==> config.mk <==
export PLATFORM = sky130hd
export DESIGN_NAME = i2c_shim_filt
export DESIGN_NICKNAME = d
export VERILOG_FILES = /design/src/rtl/i2c_shim_filt.sv
export SDC_FILE = /design/constraint.sdc
export NUM_CORES = 1
export LEC_CHECK = 0
export ABC_AREA = 1
export BUFFER_PORTS_ARGS = -buffer_cell sky130_fd_sc_hd__buf_4
export CORE_MARGIN = 3
export CORE_UTILIZATION = 30
export CTS_BUF_LIST = sky130_fd_sc_hd__clkbuf_16
export CTS_CLUSTER_DIAMETER = 100
export DETAILED_ROUTE_END_ITERATION = 12
export HOLD_SLACK_MARGIN = 0.15
export PLACE_DENSITY = 0.44
export SLEW_MARGIN = 20
export SYNTH_ARGS = -nofsm -noshare
export SYNTH_HDL_FRONTEND = slang
export SYNTH_SLANG_ARGS = --single-unit
==> constraint.sdc <==
create_clock -name clk -period 3.7 [get_ports clk]
set_input_delay 0.37 -clock clk [delete_from_list [all_inputs] [get_ports clk]]
set_output_delay 0.37 -clock clk [all_outputs]
set_load 0.02 [all_outputs]
==> src/rtl/i2c_shim_filt.sv <==
// Multi-bus I2C pin shim: open-drain outbound drive, synchronised/glitch-filtered
// inbound pins, and per-bus START/STOP, busy and SCL-stuck-low status.
module i2c_shim_filt #(
  parameter int NUM_BUS      = 1,
  parameter int SYNC_STAGES  = 2,
  parameter int FILTER_LEN   = 4,
  parameter int STUCK_CYCLES = 1000000
) (
  input  logic               clk,
  input  logic               resetn,
  input  logic [NUM_BUS-1:0] i_scl_o,
  input  logic [NUM_BUS-1:0] i_scl_t,
  output logic [NUM_BUS-1:0] i_scl_i,
  input  logic [NUM_BUS-1:0] i_sda_o,
  input  logic [NUM_BUS-1:0] i_sda_t,
  output logic [NUM_BUS-1:0] i_sda_i,
  output logic [NUM_BUS-1:0] o_scl_o,
  input  logic [NUM_BUS-1:0] o_scl_i,
  output logic [NUM_BUS-1:0] o_scl_t,
  output logic [NUM_BUS-1:0] o_sda_o,
  input  logic [NUM_BUS-1:0] o_sda_i,
  output logic [NUM_BUS-1:0] o_sda_t,
  output logic [NUM_BUS-1:0] start_det,
  output logic [NUM_BUS-1:0] stop_det,
  output logic [NUM_BUS-1:0] bus_busy,
  output logic [NUM_BUS-1:0] stuck_low
);

  localparam int FCW = (FILTER_LEN > 1) ? $clog2(FILTER_LEN) : 1;
  localparam int SCW = (STUCK_CYCLES > 0) ? $clog2(STUCK_CYCLES + 1) : 1;
  localparam int NL  = 2 * NUM_BUS;

  logic [NL-1:0]      pin_raw;
  logic [NL-1:0]      line_f;
  logic [NUM_BUS-1:0] scl_f, sda_f;
  logic [NUM_BUS-1:0] scl_q_p2, sda_q_p2;
  logic [NUM_BUS-1:0] start_c, stop_c;

  // A driven 1 is turned into a release so the shim can only ever pull low.
  assign o_scl_o = '0;
  assign o_sda_o = '0;

  always_ff @(posedge clk or negedge resetn) begin
    if (!resetn) begin
      o_scl_t <= '1;
      o_sda_t <= '1;
    end else begin
      o_scl_t <= i_scl_t | i_scl_o;
      o_sda_t <= i_sda_t | i_sda_o;
    end
  end

  // Stage p0: synchroniser; stage p1: glitch filter. Lines 0..NUM_BUS-1 are SCL, the rest SDA.
  assign pin_raw = {o_sda_i, o_scl_i};

  for (genvar l = 0; l < NL; l++) begin : g_line
    logic [SYNC_STAGES-1:0] sync_p0;

    always_ff @(posedge clk or negedge resetn) begin
      if (!resetn) sync_p0 <= '1;
      else         sync_p0 <= {sync_p0[SYNC_STAGES-2:0], pin_raw[l]};
    end

    if (FILTER_LEN == 0) begin : g_bypass
      // Bypass takes the last synchroniser flop itself, keeping latency at SYNC_STAGES.
      assign line_f[l] = sync_p0[SYNC_STAGES-1];
    end else begin : g_filt
      logic           f_p1;
      logic [FCW-1:0] cnt_p1;

      always_ff @(posedge clk or negedge resetn) begin
        if (!resetn) begin
          f_p1   <= 1'b1;
          cnt_p1 <= '0;
        end else if (sync_p0[SYNC_STAGES-1] == f_p1) begin
          cnt_p1 <= '0;
        end else if (cnt_p1 == FCW'(FILTER_LEN - 1)) begin
          f_p1   <= sync_p0[SYNC_STAGES-1];
          cnt_p1 <= '0;
        end else begin
          cnt_p1 <= cnt_p1 + FCW'(1);
        end
      end

      assign line_f[l] = f_p1;
    end
  end

  assign scl_f   = line_f[NUM_BUS-1:0];
  assign sda_f   = line_f[NL-1:NUM_BUS];
  assign i_scl_i = scl_f;
  assign i_sda_i = sda_f;

  // Stage p2: delayed filtered copies and registered bus-condition status.
  assign start_c =  sda_q_p2 & ~sda_f & scl_q_p2 & scl_f;
  assign stop_c  = ~sda_q_p2 &  sda_f & scl_q_p2 & scl_f;

  always_ff @(posedge clk or negedge resetn) begin
    if (!resetn) begin
      scl_q_p2  <= '1;
      sda_q_p2  <= '1;
      start_det <= '0;
      stop_det  <= '0;
      bus_busy  <= '0;
    end else begin
      scl_q_p2  <= scl_f;
      sda_q_p2  <= sda_f;
      start_det <= start_c;
      stop_det  <= stop_c;
      bus_busy  <= start_c | (bus_busy & ~stop_c);
    end
  end

  for (genvar b = 0; b < NUM_BUS; b++) begin : g_stuck
    if (STUCK_CYCLES == 0) begin : g_off
      assign stuck_low[b] = 1'b0;
    end else begin : g_on
      logic [SCW-1:0] low_cnt;

      always_ff @(posedge clk or negedge resetn) begin
        if (!resetn)                            low_cnt <= '0;
        else if (scl_f[b])                      low_cnt <= '0;
        else if (low_cnt != SCW'(STUCK_CYCLES)) low_cnt <= low_cnt + SCW'(1);
      end

      assign stuck_low[b] = (low_cnt == SCW'(STUCK_CYCLES));
    end
  end

endmodule

Yosys cells after proc, flatten, opt, wreduce, memory -nomap -nowiden

Index checks and enable logic that the tools add are counted.

Flip-flop bits (word level): 37
Output and inout bits: 10
Logic and storage cells: 47

Equality and inequality tests: 6
Multiplexer cells: 6
$add $sub $neg: 3
Reductions and logical operators: 3
Bitwise gates (word level): 15

Operators with widths:

| cell                                                             | number |
|---|---|
| 20-bit 2-to-1 mux                                                | 2 |
| 20-bit by 1-bit adder with 20-bit output (second input constant) | 1 |
| 20-bit equality test (second input constant)                     | 1 |
| 20-bit inequality test (second input constant)                   | 1 |
| 2-bit 2-to-1 mux                                                 | 4 |
| 1-bit bitwise AND                                                | 7 |
| 1-bit NOT                                                        | 5 |
| 2-bit by 1-bit adder with 2-bit output (second input constant)   | 2 |
| 2-bit equality test (second input constant)                      | 2 |
| 2-bit AND reduction                                              | 2 |
| 1-bit OR                                                         | 3 |
| 1-bit equality test                                              | 2 |
| 2-bit nonzero test                                               | 1 |

Depth between registers and ports, before layout

Depth after elaboration: 7
Gate-level depth with buffers: 9
Mapped depth without buffers: 9

Worst setup path before layout

No wires, ideal clock.

Path type: register to output
Start: register g_stuck[0].g_on.low_cnt[0]
End: output stuck_low
Data arrival time: 1093 ps
Path slack: 2237 ps
Cell stages (with the launch flop): 7
Path buffers: 0
Data required time: 3330 ps
Cells stage by stage: dfrtp_1 -> inv_2 -> ha_1 -> nand3_1 -> nor3_1 -> nand2_1 -> inv_1

Cells in the longest elaborated chain, start to end: 1

Ends and longest elaborated chain:

| item                   | RTL line | text |
|---|---|---|
| start, declared        | 118      | `logic [SCW-1:0] low_cnt;` |
| start signal, assigned | 123      | `else if (low_cnt != SCW'(STUCK_CYCLES)) low_cnt <= low_cnt + SCW'(1);` |
| 20-bit equality test   | 126      | `assign stuck_low[b] = (low_cnt == SCW'(STUCK_CYCLES));` |
| end, declared          | 26       | `output logic [NUM_BUS-1:0] stuck_low` |

No other way between the ends.

Worst setup path after layout

Ends and elaborated chain as after synthesis.

==> results.tsv <==
metric	value	unit
vias per inst	4.46	
largest net degree at the start of global routing	38	
critical path arrival	1.51	ns
Max Clock Freq	532	MHz
clock latency on the worst-skew pair	0.28	ns
routed wirelength normalized by instance count	11.8	um
post-route minimum period	1.88	ns
root buf cell	clkbuf_16	
leakage	0.00109	uW
DP HPWL	2810	um
compound-cell area share of the yosys netlist	0.0500	
GRT busiest layer	met2	
Gate Count Post-Synth	240	
Global Route met3 Usage	0.0466	
Fin Clk Skew	0.00526	ns
status	completed	
setup bufs post-CTS	0	
worst vdd ir	242	uV
count of final max-slew check failures	0	
area leader, netlist	dfrtp_1	
Hold Path Class	input port to flop	
mux share of post-synthesis cell area	0	
Max-Cap Viols	0	
placed cells	326	
NumNets Final	271	
commonest non-fill, non-tap cells in the layout	52 x nand2_1, 41 x nor2_1, 27 x dfrtp_1	
post-synth cell types	30	
xor/xnor share of the synthesized area	0.0182	
antenna-violating nets left	0	
vias in the first global route	1458	
Worst R2R Setup Slack	2.27	ns
initial antenna violation count	0	
via count	1494	
cts hold-fix bufs	1	
I/O pins	18	
Yosys warning total	0	
Synth Cell Area	1930	um2
clock-pin slew of the registers on the worst-case setup and hold paths	0.06	ns
Final WS setup	1.82	ns
P per Cell Area	569	nW/um2
post-synthesis simple-gate area fraction	0.337	
Finish-stage setup viols	0	
layout cells sized above 1	0.212	
Core Util, Final	0.377	
H-tree levels	2	
Post-Synth Adder-Cell Area	0.0260	
area post-placement	2100	um2
top-area cell type share of the netlist area	0.350	
RSZ-0062 raised after global routing	false	
Initial Util	0.318	
Seq cells post-synth	37	
FP Rows	28	
core area	6060	um2
dpl ws	2.11	ns
top post-synthesis cells by area	dfrtp_1 35%, dfstp_2 14%, nand2_1 10%	
largest family of logic cells by synthesized area	simple AND/OR/NAND/NOR gates	
slew margin rel.	0.579	
final instance area	2280	um2
Startpoint Class	flop	
Max clock buf depth	2	
Die Footprint	7430	um2
DR DRC count	0	
commonest non-fill, non-tap cell in the layout	nand2_1	
Syn Area/Cell	8.03	um2
EDFF count, synth	0	
I/O Buffers	15	
Setup Total Neg Slack	0	ns
sequential area share after synthesis	0.487	
first-pass GRT wire length	6880	um
Tot GR Track Use	0.120	
Worst Setup End Kind	output pin	
Die Wd	86.2	um
r2r endpoint	g_stuck[0].g_on.low_cnt[14]	
Setup crit start	g_stuck[0].g_on.low_cnt[0]	
Reg2Reg Depth	8	
Final Hold Fails	0	
DRT Pass-1 Iters	4	
CTS tree	done	
ys flop type	dfrtp_1	
Setup CP Type	flop to output pin	
met1 usage	0.154	
Layout Cells excl Fill	335	
Antenna diodes	0	
Worst Tran Pin Value	0.631	ns
Async SR Flop Fraction	1.00	
CTS Buf Count	5	
total grt overflow	0	
Clock Sinks	37	
initial DRC count	79	
met2 usage	0.181	
Hold Path Stages	1	
Worst Setup EP	stuck_low	
synth-to-layout area growth	18.5	%
final wirelength	3940	um
critical path data required time	3.33	ns
final RePlAce weighted congestion	0.786	
CTS resizes	0	
Die H	86.2	um
fin crit share	0.508	
CP Max Fanout	3	
reg-to-reg startpoint	g_stuck[0].g_on.low_cnt[1]	
routing by layer:
metal,part of all wire,routed length [um]
met2,0.45,1770
met1,0.49,1920
met3,0.039,154
met5,0,0
met4,0.025,99
how the worst min path moves through the flow:
stage	from	to
after global routing	o_sda_i	g_line[1].sync_p0[0]
after global placement	g_line[0].sync_p0[0]	g_line[0].sync_p0[1]
after CTS	o_scl_i	g_line[0].sync_p0[0]
after detailed placement	g_line[0].sync_p0[0]	g_line[0].sync_p0[1]
after floorplan	resetn	bus_busy
final	o_scl_i	g_line[0].sync_p0[0]
synth_stat cells, types with 4 or more instances:
library cell and count:
o21ai_0 5, nor2_1 41, nand3_1 15, dfstp_2 10, nor3_1 6, nand4_1 6
nor2_2 4, o21ai_1 5, inv_2 5, ha_1 4, nand2_2 6, inv_1 26
a21oi_1 8, nand2_1 52, dfrtp_1 27
where the power goes:
part	internal, uW	switching (uW)
Clock	319	167
Combinational	104	164
Sequential	489	56.4
Total	911	388
logic make-up after synthesis:
kind of cell | Yosys count
simple gates | 138
buf+inv | 37
flops | 37
compound gates | 19
xor+xnor | 4
fa+ha+maj | 4
other cells | 1
cell type report:
| type | count | area (um2) |
|---|---|---|
| tap | 75 | 93.8 |
| sequential | 37 | 938 |
| multi-input combinational | 167 | 838 |
| fill | 643 | 3780 |
| clock buffer | 5 | 125 |
| clock inverter | 3 | 46.3 |
| inverter | 32 | 120 |
| timing repair buffer | 16 | 123 |
stage by stage:
stage               hold slack (ns)  total power, uW
floorplan                    0.0744              745
global placement              0.346              822
detailed placement            0.347              825
CTS                           0.180             1330
global route                  0.179             1390
finish                        0.189             1300
flip-flops by register name, indices dropped and copies added (netlist names):
| name | cells |
|---|---|
| sda_q_p2 | 1 |
| g_stuck.g_on.low_cnt | 20 |
| o_scl_t | 1 |
| i_scl_i | 1 |
| scl_q_p2 | 1 |
| g_line.g_filt.cnt_p1 | 4 |
| g_line.sync_p0 | 4 |
| i_sda_i | 1 |
| bus_busy | 1 |
| stop_det | 1 |
| start_det | 1 |
| o_sda_t | 1 |
critical path: stages, from the launching register on:
cell and delay (ns):
dfrtp_1 0.40, inv_2 0.10, ha_1 0.19, nand3_1 0.08, nor3_1 0.20, nand2_1 0.07, inv_1 0.06, buf_4 0.13
(Power assumes the default switching activity.)
